File: src/rtl/bcd_seq_pkg.sv
// Shared definitions for the sequential packed-BCD adder.
// Holds the FSM state type, the BCD digit constants and small digit helpers.
package bcd_seq_pkg;

  typedef enum logic [1:0] {
    IDLE = 2'd0,
    RUN  = 2'd1,
    DONE = 2'd2
  } state_t;

  localparam int DIGIT_W  = 4;
  localparam int BCD_MAX  = 9;
  localparam int BCD_CORR = 6;

  // Nine's complement of a single BCD digit (used to turn A+B into A-B).
  function automatic logic [DIGIT_W-1:0] bcd_nines(input logic [DIGIT_W-1:0] digit);
    return DIGIT_W'(BCD_MAX) - digit;
  endfunction

  // True when a 4-bit code is not a legal decimal digit.
  function automatic logic bcd_bad(input logic [DIGIT_W-1:0] digit);
    return digit > DIGIT_W'(BCD_MAX);
  endfunction

endpackage

File: src/rtl/bcd_seq_adder_pair.sv
// Combinational two-digit BCD adder shared by the sequential controller.
// Low digit first, its decimal carry ripples into the high digit.
module bcd_pair_add
  import bcd_seq_pkg::*;
(
  input  logic [7:0] a,
  input  logic [7:0] b,
  input  logic       cin,
  output logic [7:0] sum,
  output logic       cout
);

  // Single-digit decimal add; returns {carry, digit}. Codes above 9 are
  // still corrected the same way so the output stays deterministic.
  function automatic logic [DIGIT_W:0] digit_add(input logic [DIGIT_W-1:0] x,
                                                 input logic [DIGIT_W-1:0] y,
                                                 input logic             c);
    logic [DIGIT_W:0] s;
    logic [DIGIT_W:0] t;
    s = {1'b0, x} + {1'b0, y} + {{DIGIT_W{1'b0}}, c};
    t = s + (DIGIT_W+1)'(BCD_CORR);
    if (s > (DIGIT_W+1)'(BCD_MAX)) begin
      return {1'b1, t[DIGIT_W-1:0]};
    end
    return {1'b0, s[DIGIT_W-1:0]};
  endfunction

  logic [DIGIT_W:0] lo;
  logic [DIGIT_W:0] hi;

  // Ripple the decimal carry from the low digit into the high digit.
  always_comb begin
    lo   = digit_add(a[3:0], b[3:0], cin);
    hi   = digit_add(a[7:4], b[7:4], lo[DIGIT_W]);
    sum  = {hi[DIGIT_W-1:0], lo[DIGIT_W-1:0]};
    cout = hi[DIGIT_W];
  end

endmodule

File: src/rtl/bcd_seq_adder.sv
// Multi-cycle packed-BCD adder: one digit pair per cycle through a shared
// pair adder, LS pair first, with a registered decimal carry.
// Optional build macro: BCD_SUB_EN enables A-B via nine's complement of B.
module bcd_seq_adder
  import bcd_seq_pkg::*;
#(
  parameter int DIGITS = 8
) (
  input  logic                  clk,
  input  logic                  rst,
  input  logic                  in_valid,
  output logic                  in_ready,
  input  logic [4*DIGITS-1:0]   op_a,
  input  logic [4*DIGITS-1:0]   op_b,
  input  logic                  cin,
  input  logic                  sub,
  output logic                  out_valid,
  input  logic                  out_ready,
  output logic [4*DIGITS-1:0]   result,
  output logic                  cout,
  output logic                  err
);

  localparam int W     = 4 * DIGITS;
  localparam int PAIRS = DIGITS / 2;
  localparam int CNT_W = (PAIRS > 1) ? $clog2(PAIRS) : 1;
  localparam logic [CNT_W-1:0] LAST = CNT_W'(PAIRS - 1);

  state_t           state;
  logic [W-1:0]     a_sr;
  logic [W-1:0]     b_sr;
  logic [W-1:0]     res_r;
  logic [W-1:0]     res_shift;
  logic [CNT_W-1:0] cnt;
  logic             carry_r;
  logic             cout_r;
  logic             err_r;
  logic             in_ready_r;
  logic             out_valid_r;

  logic [W-1:0]     b_cap;
  logic             carry_cap;
  logic             any_bad;
  logic [7:0]       pair_sum;
  logic             pair_cout;

  // Operand conditioning at capture: digit validity and optional complement.
  always_comb begin
    any_bad   = 1'b0;
    b_cap     = op_b;
    carry_cap = cin;
    for (int i = 0; i < DIGITS; i++) begin
      any_bad = any_bad | bcd_bad(op_a[DIGIT_W*i +: DIGIT_W])
                        | bcd_bad(op_b[DIGIT_W*i +: DIGIT_W]);
    end
`ifdef BCD_SUB_EN
    if (sub) begin
      for (int i = 0; i < DIGITS; i++) begin
        b_cap[DIGIT_W*i +: DIGIT_W] = bcd_nines(op_b[DIGIT_W*i +: DIGIT_W]);
      end
      carry_cap = 1'b1;
    end
`endif
  end

`ifndef BCD_SUB_EN
  logic unused_sub;
  assign unused_sub = sub;
`endif

  // New pair enters at the top of the result register; the LS pair ends up
  // at the bottom after PAIRS shifts.
  generate
    if (PAIRS == 1) begin : g_res_one
      assign res_shift = pair_sum;
    end else begin : g_res_many
      assign res_shift = {pair_sum, res_r[W-1:8]};
    end
  endgenerate

  bcd_pair_add u_pair (
    .a    (a_sr[7:0]),
    .b    (b_sr[7:0]),
    .cin  (carry_r),
    .sum  (pair_sum),
    .cout (pair_cout)
  );

  // Control FSM and datapath registers, with registered handshake outputs.
  always_ff @(posedge clk or posedge rst) begin
    if (rst) begin
      state       <= IDLE;
      a_sr        <= '0;
      b_sr        <= '0;
      res_r       <= '0;
      cnt         <= '0;
      carry_r     <= 1'b0;
      cout_r      <= 1'b0;
      err_r       <= 1'b0;
      in_ready_r  <= 1'b1;
      out_valid_r <= 1'b0;
    end else begin
      case (state)
        IDLE: begin
          if (in_valid) begin
            a_sr       <= op_a;
            b_sr       <= b_cap;
            carry_r    <= carry_cap;
            cnt        <= '0;
            err_r      <= any_bad;
            in_ready_r <= 1'b0;
            state      <= RUN;
          end
        end
        RUN: begin
          a_sr    <= a_sr >> 8;
          b_sr    <= b_sr >> 8;
          res_r   <= res_shift;
          carry_r <= pair_cout;
          cnt     <= cnt + 1'b1;
          if (cnt == LAST) begin
            cout_r      <= pair_cout;
            out_valid_r <= 1'b1;
            state       <= DONE;
          end
        end
        DONE: begin
          if (out_ready) begin
            out_valid_r <= 1'b0;
            in_ready_r  <= 1'b1;
            state       <= IDLE;
          end
        end
        default: begin
          out_valid_r <= 1'b0;
          in_ready_r  <= 1'b1;
          state       <= IDLE;
        end
      endcase
    end
  end

  assign in_ready  = in_ready_r;
  assign out_valid = out_valid_r;
  assign result    = res_r;
  assign cout      = cout_r;
  assign err       = err_r;

endmodule

File: config.mk
export PLATFORM = sky130hd
export DESIGN_NAME = bcd_seq_adder
export DESIGN_NICKNAME = d
export VERILOG_FILES = /design/src/rtl/bcd_seq_pkg.sv /design/src/rtl/bcd_seq_adder_pair.sv /design/src/rtl/bcd_seq_adder.sv
export SDC_FILE = /design/constraint.sdc
export NUM_CORES = 1
export LEC_CHECK = 0
export ABC_AREA = 1
export ABC_CLOCK_PERIOD_IN_PS = 4700
export BUFFER_PORTS_ARGS = -buffer_cell sky130_fd_sc_hd__buf_4
export CORE_ASPECT_RATIO = 0.8
export CORE_MARGIN = 4
export CORE_UTILIZATION = 51
export DETAILED_ROUTE_END_ITERATION = 6
export HOLD_SLACK_MARGIN = 0.02
export PLACE_DENSITY_LB_ADDON = 0.3
export SLEW_MARGIN = 25
export SYNTH_ARGS = -nofsm -noshare
export SYNTH_HDL_FRONTEND = slang
export SYNTH_SLANG_ARGS = --single-unit
export TNS_END_PERCENT = 5
File: constraint.sdc
create_clock -name clk -period 4.7 [get_ports clk]
set_clock_uncertainty 0.15 [all_clocks]
set_input_delay 0.47 -clock clk [delete_from_list [all_inputs] [get_ports clk]]
set_output_delay 0.47 -clock clk [all_outputs]
set_load 0.05 [all_outputs]
After elaboration in Yosys (flattened, before gate mapping). Index checks and enable logic that the tools add are counted.

Flip-flop bits (word level): 105. Output and inout bits: 36.

Add/subtract/negate cells: 7. Magnitude comparators: 18. Equality and inequality tests: 6. Multiplexer cells: 24. Bitwise logic cells: 17. Reduce and logical (&&, ||, !) cells: 8.

Operator list (count): $pmux W32 S2 (2); $gt A4 B4 Y1 const B (16); $mux W32 (2); $mux W5 (4); $or A1 B1 Y1 (15); $add A4 B4 Y5 (2); $add A5 B1 Y5 (2); $gt A5 B4 Y1 const B (2); $reduce_and A3 Y1 (3); $add A4 B3 Y4 const B (2); $mux W2 (4); $mux W1 (7); $ne A2 B2 Y1 const B (3); $pmux W1 S3 (2); $pmux W2 S3 (1); $reduce_and A2 Y1 (3); $eq A2 B2 Y1 const B (2); $pmux W2 S2 (1); $add A2 B1 Y2 const B (1); $eq A2 B1 Y1 const B (1); $logic_not A2 Y1 (1); $not A1 Y1 (2); $pmux W1 S2 (1); $reduce_bool A2 Y1 (1).

Logic depth before layout (Yosys ltp).
Depth after elaboration: 16. Gate-level depth with buffers: 28.

Modules after synthesis. A second synthesis with hierarchy kept.

Cell total of the unflattened synthesis: 622. Area, all modules: 5327.6 um^2.

Modules (own cells, without submodules): bcd_seq_adder (times used 1, cells an instance 526, area each 4694.5 um^2); bcd_pair_add (times used 1, cells an instance 96, area each 633.1 um^2).

Least setup slack after synthesis. Ideal clock, no wire load.

Path type: register to register. From: register a_sr[0]. To: register res_r[31], in the netlist result[31]. Library setup time: 0.118 ns. Arrival: 3.659 ns. Data required time: 4.432 ns. Path slack: 0.773 ns. Stages on the path, launching flop included: 26. Path buffers: 0. Cell sequence: dfrtp_1 > fa_1 > fa_1 > nand2_1 > nand2_1 > ha_1 > inv_1 > a21oi_1 > a21oi_1 > nand2_1 > nand2_1 > inv_1 > fa_1 > inv_1 > fa_1 > inv_1 > ha_1 > nand2_1 > nand2_1 > inv_1 > nand2_1 > nand2_1 > nand2_1 > nand2_1 > nand2_1 > nand2_1.

Cells in the longest elaborated chain, start to end: 9. Elaborated cells on any way between the ends: 11.

RTL lines: start: declaration (RTL line bcd_seq_adder.sv:30) `logic [W-1:0] a_sr;`; start signal: assignment (RTL line bcd_seq_adder.sv:106) `a_sr <= op_a;`; start signal: assignment (RTL line bcd_seq_adder.sv:116) `a_sr <= a_sr >> 8;`; $add A4 B4 Y5 (*) (RTL line bcd_seq_adder_pair.sv:20) `s = {1'b0, x} + {1'b0, y} + {{DIGIT_W{1'b0}}, c};`; $add A5 B1 Y5 (*) (RTL line bcd_seq_adder_pair.sv:20); $gt A5 B4 Y1 (*) (RTL line bcd_seq_adder_pair.sv:22) `if (s > (DIGIT_W+1)'(BCD_MAX)) begin`; $mux W1 (*) (RTL line bcd_seq_adder_pair.sv:22); $mux W5 (*) (RTL line bcd_seq_adder_pair.sv:25) `return {1'b0, s[DIGIT_W-1:0]};`; $add A5 B1 Y5 (*) (RTL line bcd_seq_adder_pair.sv:20); $add A4 B3 Y4 or $gt A5 B4 Y1 (tied branches) (RTL line bcd_seq_adder_pair.sv:21, bcd_seq_adder_pair.sv:22); $mux W5 or $mux W1 (tied branches) (RTL line bcd_seq_adder_pair.sv:22); $mux W5 (*) (RTL line bcd_seq_adder_pair.sv:25); end signal: assignment (RTL line bcd_seq_adder.sv:118) `res_r <= res_shift;`; end: declaration (RTL line bcd_seq_adder.sv:32) `logic [W-1:0] res_r;`.

Every way passes the cells marked *; elsewhere a longest branch is shown, timed or not. The select of a mux whose other input is x is not followed. A chain may end at the register's enable or synchronous reset.

Worst setup path in the final report.
From: register a_sr[0]. To: register res_r[29], in the netlist result[29].

The elaborated chain is that of the path after synthesis.

==> metrics.txt <==
Post-DP Area 0.00591 mm^2; Worst EP arrival 4540 ps; Iteration-0 DRC Markers 290; hold bufs inserted after CTS 0; CTS Buf Count 9; area of the die 0.0117 mm^2; drt first pass iters 5; final hold violations 0; average size of a mapped cell 8.63 um^2; most frequent cells in the layout nand2_1 (149), buf_4 (109), dfrtp_1 (104), inv_1 (88), o21ai_0 (69); synth top area cells dfrtp_1 (51%), nand2_1 (11%), o21ai_0 (6.7%); fin. max-slew vios 0; pin count of the biggest net entering global routing 109; Boundary Pins 106; CTS Sinks 105; Initial Utilization 0.527; Clock Tree Buf Depth 2; DR WL/cell 15.2 um; Tcrit/Tclk final 0.951; port bufs 104; core box area 0.00973 mm^2; Worst-path clk slew 80 ps; Synth Warn # 0; Total Routing Usage GR 0.217; hold_ws 166 ps; final net count 768; final instance area 0.00628 mm^2; Clk Latency, worst-skew pair 340 ps; FMAX 224 MHz; antenna-violating nets left 0; GPL Wtd Cong 0.887; Slew headroom 0.336; chip height 97.7 um; remaining global-route overflow 0; Syn Inst Count 594; largest fanout on the critical path 4; layout cell share with drive strength beyond 1 0.215; Mapped Area 0.00512 mm^2; antenna cells 0; initial antenna violation count 0; CP Launch Type register; DIE WIDTH 120 um; data required time at the worst endpoint 4770 ps; final cell count without fillers 825; share of the synthesized area in the top cell type 0.508; DPL Wire Length 8700 um; Mapped Nets 678; # fillers 797; CTS tree built; Hold Crit Class primary input to async pin; Async SR Flop Fraction 1.00; endpoints failing setup 0; prevailing post-synth register cell dfrtp_1; Area Overhead vs Synth 22.5%; largest area contributor in the netlist dfrtp_1; sequential cell area fraction in the yosys report 0.513; WL final 12600 um; DRC viols 0; CTS Root Buffer Type clkbuf_16; Cell Rows 32; placed cells 807; commonest non-fill, non-tap cell in the layout nand2_1; Yosys reg bits 105; vias in the first global route 4316; CP Capture Type register; number of synthesized flops with an enable pin 0; TNS Setup 0 ps; H-Tree Depth 3; first-pass GRT wire length 20800 um; Final min period 4470 ps; Setup CP Type register to register; Vias/cell 5.24; Max Cap Viol 0; worst-margin pin slew 996 ps; Via Count 4326; synth unique cells 31; outcome finished clean
[metal layers]
metal	GRT usage	up-vias	part of all wire
li1	-	2119	-
met1	0.299	2055	0.44
met2	0.348	137	0.48
met3	0.0565	15	0.062
met4	0.0493	0	0.013
met5	0	-	0
[state kept, by name, summed over array words and instances (netlist names)]
signal and count:
cnt 2, b_sr 32, a_sr 32, out_valid 1, carry_r 1, state 2
in_ready 1, cout 1, result 32, err 1
[metrics by stage]
stage,worst slack (ps),util
floorplan,773,-
global placement,531,0.608
detailed placement,205,0.608
CTS,129,0.642
global route,-12.8,0.645
finish,233,0.645
[cell usage after synthesis (3+ instances only)]
cell        n
o211ai_1   19
o22ai_1    12
buf_2      12
buf_4       4
nand3_1    23
a21oi_1    11
clkbuf_1    8
dfrtp_1   104
o21ai_0    69
buf_6       6
a221oi_1    7
a221oi_2    3
nor2_1      8
o211ai_2    5
inv_1      90
nor3_1     13
ha_1       10
o21ai_1    20
fa_1        4
nand2_1   152
[worst paths after layout]
check,startpoint,end,slack (ps),depth (start not counted)
setup / recovery,a_sr[0]$_DFFE_PP0P_,result[29]$_DFFE_PP0P_,230,27
hold / removal,rst,result[4]$_DFFE_PP0P_,170,2
setup reg to reg,a_sr[0]$_DFFE_PP0P_,result[29]$_DFFE_PP0P_,230,27
hold reg to reg,result[1]$_DFFE_PP0P_,result[1]$_DFFE_PP0P_,330,2
max in group asynchronous,rst,result[28]$_DFFE_PP0P_,3280,3
min in group clk,op_b[24],b_sr[24]$_DFFE_PP0P_,200,3
[area by class of cell]
cell class,count,area [um^2],share of cell area
inverters,93,355,0.0566
flip-flops and latches,105,2630,0.419
clock inverters,7,109,0.0173
clock buffers,9,225,0.0359
repair buffers,109,818,0.130
multi-input cells,366,1970,0.314
well taps,136,170,0.0271
[repair_timing]
action	in CTS	in global routing
setup buffers	0	2
setup endpoints to repair	0	5
resized for setup	0	6
[cells by family after synthesis]
group                    after synthesis  share of synthesized area
AND/OR/NAND/NOR                      202                      0.163
buffers and inverters                123                      0.105
flip-flops                           105                      0.513
adder cells (fa/ha/maj)               14                     0.0400
AO/OA/AOI/OAI                        150                      0.179
[critical path, stage by stage, from the launching register on]
cell	delay [ps]
dfrtp_1	410
fa_2	420
fa_1	390
inv_1	80
nand2_1	70
nand2_2	110
ha_2	200
inv_1	60
a21oi_1	140
a21oi_1	70
nand2_1	130
nand2_2	90
inv_1	80
fa_1	160
inv_1	60
fa_1	380
inv_1	110
nand2_1	90
and2_1	170
ha_1	230
nand2_1	70
nand2_1	90
inv_1	60
nand2_1	90
nand2_2	120
nand2_1	110
nand2_1	120
o21ai_0	80
Power is not shown: default switching activity piles up to over one toggle a cycle in this logic, so the estimate is an artifact.
